[config.mk]
export PLATFORM = sky130hd
export DESIGN_NAME = program_sequencer_flat
export DESIGN_NICKNAME = d
export VERILOG_FILES = /design/src/rtl/pc_seq_pkg.sv /design/src/rtl/program_sequencer_if.sv /design/src/rtl/program_sequencer_ras_stack.sv /design/src/rtl/program_sequencer.sv /design/src/flat_wrapper.sv
export SDC_FILE = /design/constraint.sdc
export NUM_CORES = 1
export LEC_CHECK = 0
export ABC_AREA = 1
export CAP_MARGIN = 20
export CORE_MARGIN = 3
export CORE_UTILIZATION = 35
export CTS_CLUSTER_SIZE = 24
export DETAILED_ROUTE_END_ITERATION = 16
export DONT_BUFFER_PORTS = 1
export GPL_TIMING_DRIVEN = 1
export SYNTH_ARGS = -nofsm -noshare
export SYNTH_HDL_FRONTEND = slang
export SYNTH_SLANG_ARGS = --single-unit
[constraint.sdc]
create_clock -name clk -period 3.9 [get_ports clk]
set_clock_uncertainty 0.05 [all_clocks]
set_input_delay 0.78 -clock clk [delete_from_list [all_inputs] [get_ports clk]]
set_output_delay 0.78 -clock clk [all_outputs]
set_load 0.005 [all_outputs]
[src/rtl/pc_seq_pkg.sv]
// rtl/pc_seq_pkg.sv - op encodings and default parameters for the program sequencer
package pc_seq_pkg;

  localparam logic [2:0] OP_INC    = 3'b000;
  localparam logic [2:0] OP_JUMP   = 3'b001;
  localparam logic [2:0] OP_BRANCH = 3'b010;
  localparam logic [2:0] OP_CALL   = 3'b011;
  localparam logic [2:0] OP_RET    = 3'b100;

  localparam int          DEF_ADDR_W     = 8;
  localparam int          DEF_RAS_DEPTH  = 4;
  localparam logic [31:0] DEF_RESET_ADDR = 32'h0;

endpackage

[src/rtl/program_sequencer_if.sv]
// rtl/program_sequencer_if.sv - control and status bundle between a controller and the sequencer
interface program_sequencer_if
  import pc_seq_pkg::*;
#(
  parameter int ADDR_W    = DEF_ADDR_W,
  parameter int RAS_DEPTH = DEF_RAS_DEPTH
);
  localparam int DEPTH_W = $clog2(RAS_DEPTH + 1);

  logic              enable;
  logic [2:0]        op;
  logic [ADDR_W-1:0] target;
  logic [ADDR_W-1:0] offset;
  logic [ADDR_W-1:0] address;
  logic [DEPTH_W-1:0] depth;
  logic              stack_full;
  logic              stack_empty;
  logic              overflow;
  logic              underflow;

  modport master (
    output enable, op, target, offset,
    input  address, depth, stack_full, stack_empty, overflow, underflow
  );

  modport slave (
    input  enable, op, target, offset,
    output address, depth, stack_full, stack_empty, overflow, underflow
  );

endinterface

[src/rtl/program_sequencer_ras_stack.sv]
// rtl/program_sequencer_ras_stack.sv - circular return-address stack; push when full drops the oldest entry
module ras_stack
  import pc_seq_pkg::*;
#(
  parameter int ADDR_W    = DEF_ADDR_W,
  parameter int RAS_DEPTH = DEF_RAS_DEPTH,
  localparam int DEPTH_W  = $clog2(RAS_DEPTH + 1)
) (
  input  logic               clk,
  input  logic               reset,
  input  logic               push,
  input  logic               pop,
  input  logic [ADDR_W-1:0]  push_data,
  output logic [ADDR_W-1:0]  top,
  output logic [DEPTH_W-1:0] depth,
  output logic               full,
  output logic               empty
);
  localparam int PTR_W = $clog2(RAS_DEPTH);

  logic [ADDR_W-1:0] mem [RAS_DEPTH];
  logic [PTR_W-1:0]  top_ptr;
  logic [PTR_W-1:0]  wr_ptr;

  // The slot just above the top is the oldest one once the ring is full.
  assign wr_ptr = top_ptr + PTR_W'(1);
  assign full   = (depth == DEPTH_W'(RAS_DEPTH));
  assign empty  = (depth == '0);
  assign top    = mem[top_ptr];

  always_ff @(posedge clk) begin
    if (reset) begin
      top_ptr <= '0;
      depth   <= '0;
    end else if (push) begin
      top_ptr <= wr_ptr;
      if (!full) depth <= depth + DEPTH_W'(1);
    end else if (pop && !empty) begin
      top_ptr <= top_ptr - PTR_W'(1);
      depth   <= depth - DEPTH_W'(1);
    end
  end

  always_ff @(posedge clk) begin
    if (!reset && push) mem[wr_ptr] <= push_data;
  end

endmodule

[src/rtl/program_sequencer.sv]
// rtl/program_sequencer.sv - program address sequencer with jump, branch, call and return
module program_sequencer
  import pc_seq_pkg::*;
#(
  parameter int          ADDR_W     = DEF_ADDR_W,
  parameter int          RAS_DEPTH  = DEF_RAS_DEPTH,
  parameter logic [31:0] RESET_ADDR = DEF_RESET_ADDR
) (
  input  logic                clk,
  input  logic                reset,
  program_sequencer_if.slave  bus
);
  localparam int DEPTH_W = $clog2(RAS_DEPTH + 1);

  logic [ADDR_W-1:0]  addr_q;
  logic [ADDR_W-1:0]  next_addr;
  logic [ADDR_W-1:0]  seq_addr;
  logic [ADDR_W-1:0]  stack_top;
  logic [DEPTH_W-1:0] depth;
  logic               full;
  logic               empty;
  logic               is_call;
  logic               is_ret;
  logic               push;
  logic               pop;
  logic               ovf_q;
  logic               unf_q;

  assign seq_addr = addr_q + ADDR_W'(1);
  assign is_call  = bus.enable && (bus.op == OP_CALL);
  assign is_ret   = bus.enable && (bus.op == OP_RET);
  assign push     = is_call;
  assign pop      = is_ret && !empty;

  always_comb begin
    next_addr = addr_q;
    case (bus.op)
      OP_INC:    next_addr = seq_addr;
      OP_JUMP:   next_addr = bus.target;
      OP_BRANCH: next_addr = addr_q + bus.offset;
      OP_CALL:   next_addr = bus.target;
      // An empty stack turns RET into a plain step forward.
      OP_RET:    next_addr = empty ? seq_addr : stack_top;
      default:   next_addr = addr_q;
    endcase
  end

  always_ff @(posedge clk) begin
    if (reset) begin
      addr_q <= ADDR_W'(RESET_ADDR);
      ovf_q  <= 1'b0;
      unf_q  <= 1'b0;
    end else if (bus.enable) begin
      addr_q <= next_addr;
      if (is_call && full) ovf_q <= 1'b1;
      if (is_ret && empty) unf_q <= 1'b1;
    end
  end

  ras_stack #(
    .ADDR_W    (ADDR_W),
    .RAS_DEPTH (RAS_DEPTH)
  ) u_ras (
    .clk       (clk),
    .reset     (reset),
    .push      (push),
    .pop       (pop),
    .push_data (seq_addr),
    .top       (stack_top),
    .depth     (depth),
    .full      (full),
    .empty     (empty)
  );

  assign bus.address     = addr_q;
  assign bus.depth       = depth;
  assign bus.stack_full  = full;
  assign bus.stack_empty = empty;
  assign bus.overflow    = ovf_q;
  assign bus.underflow   = unf_q;

endmodule

[src/flat_wrapper.sv]
// flat-port wrapper written by rule: the top's interface ports become plain ports
module program_sequencer_flat import pc_seq_pkg::*;
#(
  parameter int          ADDR_W     = DEF_ADDR_W,
  parameter int          RAS_DEPTH  = DEF_RAS_DEPTH,
  parameter logic [31:0] RESET_ADDR = DEF_RESET_ADDR
)
  (clk, reset, bus_enable, bus_op, bus_target, bus_offset, bus_address, bus_depth, bus_stack_full, bus_stack_empty, bus_overflow, bus_underflow);
  program_sequencer_if #(.ADDR_W(ADDR_W), .RAS_DEPTH(RAS_DEPTH)) bus_i ();
  input  logic clk;
  input  logic reset;
  input wire logic [$bits(bus_i.enable)-1:0] bus_enable;
  input wire logic [$bits(bus_i.op)-1:0] bus_op;
  input wire logic [$bits(bus_i.target)-1:0] bus_target;
  input wire logic [$bits(bus_i.offset)-1:0] bus_offset;
  output wire logic [$bits(bus_i.address)-1:0] bus_address;
  output wire logic [$bits(bus_i.depth)-1:0] bus_depth;
  output wire logic [$bits(bus_i.stack_full)-1:0] bus_stack_full;
  output wire logic [$bits(bus_i.stack_empty)-1:0] bus_stack_empty;
  output wire logic [$bits(bus_i.overflow)-1:0] bus_overflow;
  output wire logic [$bits(bus_i.underflow)-1:0] bus_underflow;
  assign bus_i.enable = bus_enable;
  assign bus_i.op = bus_op;
  assign bus_i.target = bus_target;
  assign bus_i.offset = bus_offset;
  assign bus_address = bus_i.address;
  assign bus_depth = bus_i.depth;
  assign bus_stack_full = bus_i.stack_full;
  assign bus_stack_empty = bus_i.stack_empty;
  assign bus_overflow = bus_i.overflow;
  assign bus_underflow = bus_i.underflow;
  program_sequencer #(.ADDR_W(ADDR_W), .RAS_DEPTH(RAS_DEPTH), .RESET_ADDR(RESET_ADDR)) u_core (.clk(clk), .reset(reset), .bus(bus_i));
endmodule
# Word-level counts from Yosys, hierarchy flattened

Memory sizes are Yosys's and may differ from the RTL's. A register that Yosys moved wholly into a read port is not among the register bits.
Cells that the tools add are included.

Bits in writable memories: 32
Memories: 1
Output and inout port bits: 15
Flip-flop bits (word level): 15
Bits of input ports: 22

Equal/unequal tests: 6
Add/subtract/negate cells: 6
Reduce and logical (&&, ||, !) cells: 18
Multiplexer cells: 11

Memory list:

| memory           | depth | width | read ports | clocked after Yosys merged registers in | write ports | RTL line                          | text |
|---|---|---|---|---|---|---|---|
| u_core.u_ras.mem | 4     | 8     | 1          | 1                                       | 1           | program_sequencer_ras_stack.sv:21 | `logic [ADDR_W-1:0] mem [RAS_DEPTH];` |

Operators with widths:

| operator                                                            | number |
|---|---|
| 8-bit case mux with 4 select lines                                  | 1 |
| 3-bit two-way mux                                                   | 3 |
| 8-bit by 1-bit adder with 8-bit output (second input constant)      | 1 |
| 8-bit adder                                                         | 1 |
| 2-bit two-way mux                                                   | 4 |
| 8-bit two-way mux                                                   | 1 |
| 2-bit AND reduction                                                 | 4 |
| 1-bit logical AND                                                   | 7 |
| 3-bit by 2-bit == test with 1-bit output (second input constant)    | 2 |
| 3-bit == test (second input constant)                               | 2 |
| 3-bit logical NOT                                                   | 2 |
| 4-bit nonzero test                                                  | 1 |
| 3-bit by 1-bit adder with 3-bit output (second input constant)      | 1 |
| 3-bit by 1-bit == test with 1-bit output (second input constant)    | 1 |
| 3-bit by 1-bit subtractor with 3-bit output (second input constant) | 1 |
| 2-bit by 1-bit adder with 2-bit output (second input constant)      | 1 |
| 1-bit logical NOT                                                   | 2 |
| 1-bit two-way mux                                                   | 2 |
| 2-bit inequality test (second input constant)                       | 1 |
| 2-bit nonzero test                                                  | 1 |
| 2-bit OR reduction                                                  | 1 |
| 2-bit by 1-bit subtractor with 2-bit output (second input constant) | 1 |

# Longest topological paths before layout

Word-level depth: 8
Mapped depth: 10

# Cells and area by module

From an unflattened synthesis, not the netlist that was laid out.

Cells, all modules: 326
Area, all modules: 2793.9 sq um

By module, submodules not included:

| module            | cells each | area an instance (sq um) | instances |
|---|---|---|---|
| ras_stack         | 144        | 1637.8                   | 1 |
| program_sequencer | 182        | 1156.1                   | 1 |

# Worst setup path before layout

Ideal clock, no wire load.

Kind: input to register
From: input reset
To: memory u_core.u_ras.mem[0][0] (netlist bit) (enable)
Slack: 1894 ps
Buffers on the path: 1
Data required time: 3479 ps
Arrival time: 1586 ps
Cell stages on the path: 4
Cells stage by stage: clkbuf_1 inv_1 nand2_1 nor2_1

Word-level cells in the longest chain between the ends: 4

RTL lines:

| item                                    | RTL line                          | text |
|---|---|---|
| start, declared                         | flat_wrapper.sv:11                | `input logic reset;` |
| 1-bit logical NOT                       | program_sequencer_ras_stack.sv:45 | `if (!reset && push) mem[wr_ptr] <= push_data;` |
| 1-bit logical AND                       | program_sequencer_ras_stack.sv:45 |  |
| 1-bit two-way mux                       | program_sequencer_ras_stack.sv:45 |  |
| 1-bit two-way mux (implied by the code) | program_sequencer_ras_stack.sv:45 |  |
| end, declared                           | program_sequencer_ras_stack.sv:21 |  |

Every way passes these cells.

# Worst setup path after layout

From: register u_core.u_ras.depth[0]
To: output bus_stack_empty

Word-level cells in the longest chain between the ends: 1

RTL lines:

| item                   | RTL line                          | text |
|---|---|---|
| start, declared        | program_sequencer_ras_stack.sv:15 | `output logic [DEPTH_W-1:0] depth,` |
| start signal, assigned | program_sequencer_ras_stack.sv:37 | `if (!full) depth <= depth + DEPTH_W'(1);` |
| start signal, assigned | program_sequencer_ras_stack.sv:40 | `depth <= depth - DEPTH_W'(1);` |
| 3-bit logical NOT      | program_sequencer_ras_stack.sv:28 | `assign empty = (depth == '0);` |
| end, declared          | flat_wrapper.sv:19                | `output wire logic [$bits(bus_i.stack_empty)-1:0] bus_stack_empty;` |

Every way passes these cells.

==> parameters.txt <==
Parameter                              Value

Floorplanning
  Full die area    9130 um2
  Area of the core region    7770 um2
  Horizontal extent of the die    95.6 um
  Starting Density    0.361
  I/O pin total    37
  Total number of placement rows    32
  Height of the die    95.6 um

Global route
  Global-route wire length before repair    9970 um
  Overall global routing resource usage    0.143
  Number of global-route vias before repair    1976
  Sum of overflow across all layers after global routing    0
  Antenna violations before repair    0
  Pin count of the biggest net entering global routing    18

Min path
  Worst min-delay path category    reg2reg
  Number of cells on the worst hold path    2

Yosys
  Synthesized netlist cell count    346
  Sequential element share of the synthesized area    0.463
  Average instance area after synthesis    8.11 um2
  Number of unique standard cell types used by synthesis    37
  Post-Syn Nets    382
  Number of warnings issued by yosys    0
  Flip-flop and latch count after synthesis    49
  Post-Synthesis Cell Area    2810 um2

Routing
  Count of unresolved DRC violations after routing    0
  Post-detailed-route wirelength per cell    13.5 um
  Number of antenna-violating nets in the routed design    0
  DRT Wirelength    6080 um
  Via-per-instance ratio    4.69
  DR vias    2109
  Drt initial violations    77
  Number of detailed-route iterations in the first pass    4

Worst setup path
  Number of cells on the worst reg-to-reg path    7
  CP endpoint kind    output pin
  Critical path data arrival time    1.10 ns
  Type of the worst setup path    reg2out
  Startpoint types    flip-flop
  Required time reported for the critical path endpoint    3.07 ns
  Worst-path fanout max    4

Placement
  Area of placed instances    2900 um2
  Final RePlAce weighted congestion    0.831
  # port buffers    0
  DP Wirelength    4850 um

STA
  Number of pins with negative max-slew slack in the final report    0
  Transition time at the pin with the least slew margin    0.654 ns
  Final setup vio count    0
  Setup repair after global routing missed its margin    no
  Max Clock Freq    517 MHz
  Minimum clock period after layout    1.93 ns
  Setup tns final    0 ns
  Period utilisation layout    0.496
  Rel. slew slack    0.562
  Final hold violation count    0

Layout
  Filler Cells Inserted    828
  Leading cell type in the layout, fill and taps excluded    sky130_fd_sc_hd__nand2_1
  Highest-count cells in the layout ignoring fill and taps    97 x sky130_fd_sc_hd__nand2_1, 44 x sky130_fd_sc_hd__inv_1, 37 x sky130_fd_sc_hd__nor2_1, 34 x sky130_fd_sc_hd__nand3_1, 32 x sky130_fd_sc_hd__edfxtp_1
  Design area    2990 um2
  Area overhead of the layout relative to synthesis    6.64%
  Multi-input combinational cell area    1280 um2
  FF+latch area    1300 um2
  Number of antenna diodes    0
  Proportion of layout cells with a drive suffix above 1    0.0776
  Post-layout net count    383

Pwr
  Power share of the sequential group    0.561
  Leak pwr    1.24 nW
  Clock power share    0.302
  Part of the power in combinational logic    0.137
  PD cells    351 nW/um2
  Largest vdd supply drop    0.156 mV
  Net switching power    0.300 mW
  Internal cell power    0.751 mW
  Fraction of power spent switching nets    0.285

Clock tree
  Clock-pin slew reported for the worst setup and hold paths after clock tree synthesis    0.09 ns
  H-tree level count    2
  Number of instances resized during post-cts repair    0
  TritonCTS clock tree    built
  Hold-fix buffers, CTS    0
  CTS buffer count    5
  Clock Sinks    49
  Buffer levels on the longest clock path    2
  Source-to-sink clock delay at the later pin of the worst-skew pair    0.31 ns
  Clock root buffer    sky130_fd_sc_hd__clkbuf_8
  Count of buffers added by post-CTS timing repair for setup    0

Run status
  Outcome    finished clean

Flow run
  Maxcap violations    0
-- per-layer routing --
layer  global-route usage  routed length (um)
met4               0.0687                 127
met5                    0                   0
met1                0.188                2880
met2                0.224                2900
met3               0.0308                 183
-- through the flow --
step | std cells | power, mW | utilization | hold WS, ns | worst slack, ns
2_1_floorplan | 346 | 0.714 | - | 0.397 | 1.89
3_3_place_gp | 442 | 0.745 | 0.373 | 0.407 | 1.76
3_5_place_dp | 442 | 0.747 | 0.373 | 0.413 | 1.72
4_1_cts | 450 | 1.06 | 0.385 | 0.427 | 1.94
5_1_grt | 450 | 1.11 | 0.385 | 0.449 | 1.81
6_report | 450 | 1.05 | 0.385 | 0.425 | 1.97
-- critical path, cell delays in order (launching register included) --
cell and delay [ns]:
sky130_fd_sc_hd__dfxtp_1 0.37, sky130_fd_sc_hd__inv_1 0.11, sky130_fd_sc_hd__nand2_1 0.08, sky130_fd_sc_hd__nor2_2 0.24
-- power groups by stage --
stage	combinational (mW)	clock [mW]	sequential, mW
2_1_floorplan	0.122	0	0.592
3_5_place_dp	0.144	0	0.602
5_1_grt	0.169	0.343	0.593
6_report	0.144	0.318	0.590
3_3_place_gp	0.143	0	0.602
4_1_cts	0.145	0.328	0.590
-- path summary, 6_finish.rpt --
| path | to | startpoint | slack, ns |
|---|---|---|---|
| max reg2reg | u_core.bus.address[1] | flip-flop | 2.07 |
| max | bus_stack_empty | u_core.u_ras.depth[0] | 1.97 |
| min | u_core.bus.overflow | u_core.bus.overflow | 0.43 |
| min reg2reg | u_core.bus.overflow | u_core.bus.overflow | 0.43 |
-- sequential cells by signal, summed over array words and instances (netlist names), named ones only --
name / cells
u_core.bus.address: 8
u_core.bus.overflow: 1
u_core.bus.underflow: 1
u_core.u_ras.depth: 3
u_core.u_ras.mem: 32
u_core.u_ras.top_ptr: 2
-- kinds of logic (layout without fill, tap and decap cells) --
family	Yosys count	after routing	share of synthesized area
DFF	49	49	0.463
and+or+nand+nor	188	188	0.300
adders and majority gates	14	14	0.0677
xor gates and xnor gates	5	5	0.0156
buffers and inverters	55	57	0.0789
AOI/OAI and AO/OA	35	35	0.0744
-- final cells by class --
type	count	share of cell area
Clock buffer	5	0.0230
Tap cell	102	0.0426
Multi-Input combinational cell	242	0.429
Inverter	49	0.0618
Sequential cell	49	0.435
Clock inverter	3	0.00878
-- synth_stat cells --
| master | number | area, um2 |
|---|---|---|
| sky130_fd_sc_hd__xor2_1 | 3 | 26.3 |
| sky130_fd_sc_hd__a21oi_1 | 13 | 65.1 |
| sky130_fd_sc_hd__nor3b_1 | 1 | 7.51 |
| sky130_fd_sc_hd__xnor2_1 | 2 | 17.5 |
| sky130_fd_sc_hd__ha_1 | 12 | 150 |
| sky130_fd_sc_hd__nand3_4 | 1 | 17.5 |
| sky130_fd_sc_hd__buf_4 | 1 | 7.51 |
| sky130_fd_sc_hd__nor2_2 | 2 | 12.5 |
| sky130_fd_sc_hd__dfxtp_1 | 17 | 340 |
| sky130_fd_sc_hd__o22ai_1 | 3 | 18.8 |
| sky130_fd_sc_hd__clkbuf_1 | 2 | 7.51 |
| sky130_fd_sc_hd__clkinv_2 | 1 | 5.00 |
| sky130_fd_sc_hd__and3_1 | 1 | 6.26 |
| sky130_fd_sc_hd__nand3b_1 | 3 | 22.5 |
| sky130_fd_sc_hd__o21ai_1 | 1 | 5.00 |
| sky130_fd_sc_hd__o21ai_0 | 13 | 65.1 |
| sky130_fd_sc_hd__nand2_4 | 1 | 11.3 |
| sky130_fd_sc_hd__nand3_2 | 1 | 10.0 |
| sky130_fd_sc_hd__edfxtp_1 | 32 | 961 |
| sky130_fd_sc_hd__a21oi_2 | 1 | 8.76 |
| sky130_fd_sc_hd__nand2_2 | 2 | 12.5 |
| sky130_fd_sc_hd__nor2_1 | 37 | 139 |
| sky130_fd_sc_hd__or2_1 | 1 | 6.26 |
| sky130_fd_sc_hd__o21ai_4 | 2 | 32.5 |
| sky130_fd_sc_hd__inv_2 | 4 | 15.0 |
| sky130_fd_sc_hd__inv_1 | 44 | 165 |
| sky130_fd_sc_hd__buf_2 | 2 | 10.0 |
| sky130_fd_sc_hd__a31oi_1 | 1 | 6.26 |
| sky130_fd_sc_hd__buf_6 | 1 | 11.3 |
| sky130_fd_sc_hd__fa_1 | 2 | 40.0 |
| sky130_fd_sc_hd__and3_4 | 1 | 11.3 |
| sky130_fd_sc_hd__nand2_1 | 97 | 364 |
| sky130_fd_sc_hd__nand4_1 | 3 | 18.8 |
| sky130_fd_sc_hd__o21bai_1 | 1 | 7.51 |
| sky130_fd_sc_hd__nand3_1 | 34 | 170 |
| sky130_fd_sc_hd__nor2_4 | 2 | 22.5 |
| sky130_fd_sc_hd__nor3_2 | 1 | 10.0 |
Note: power is estimated with default switching activity, not from simulation.
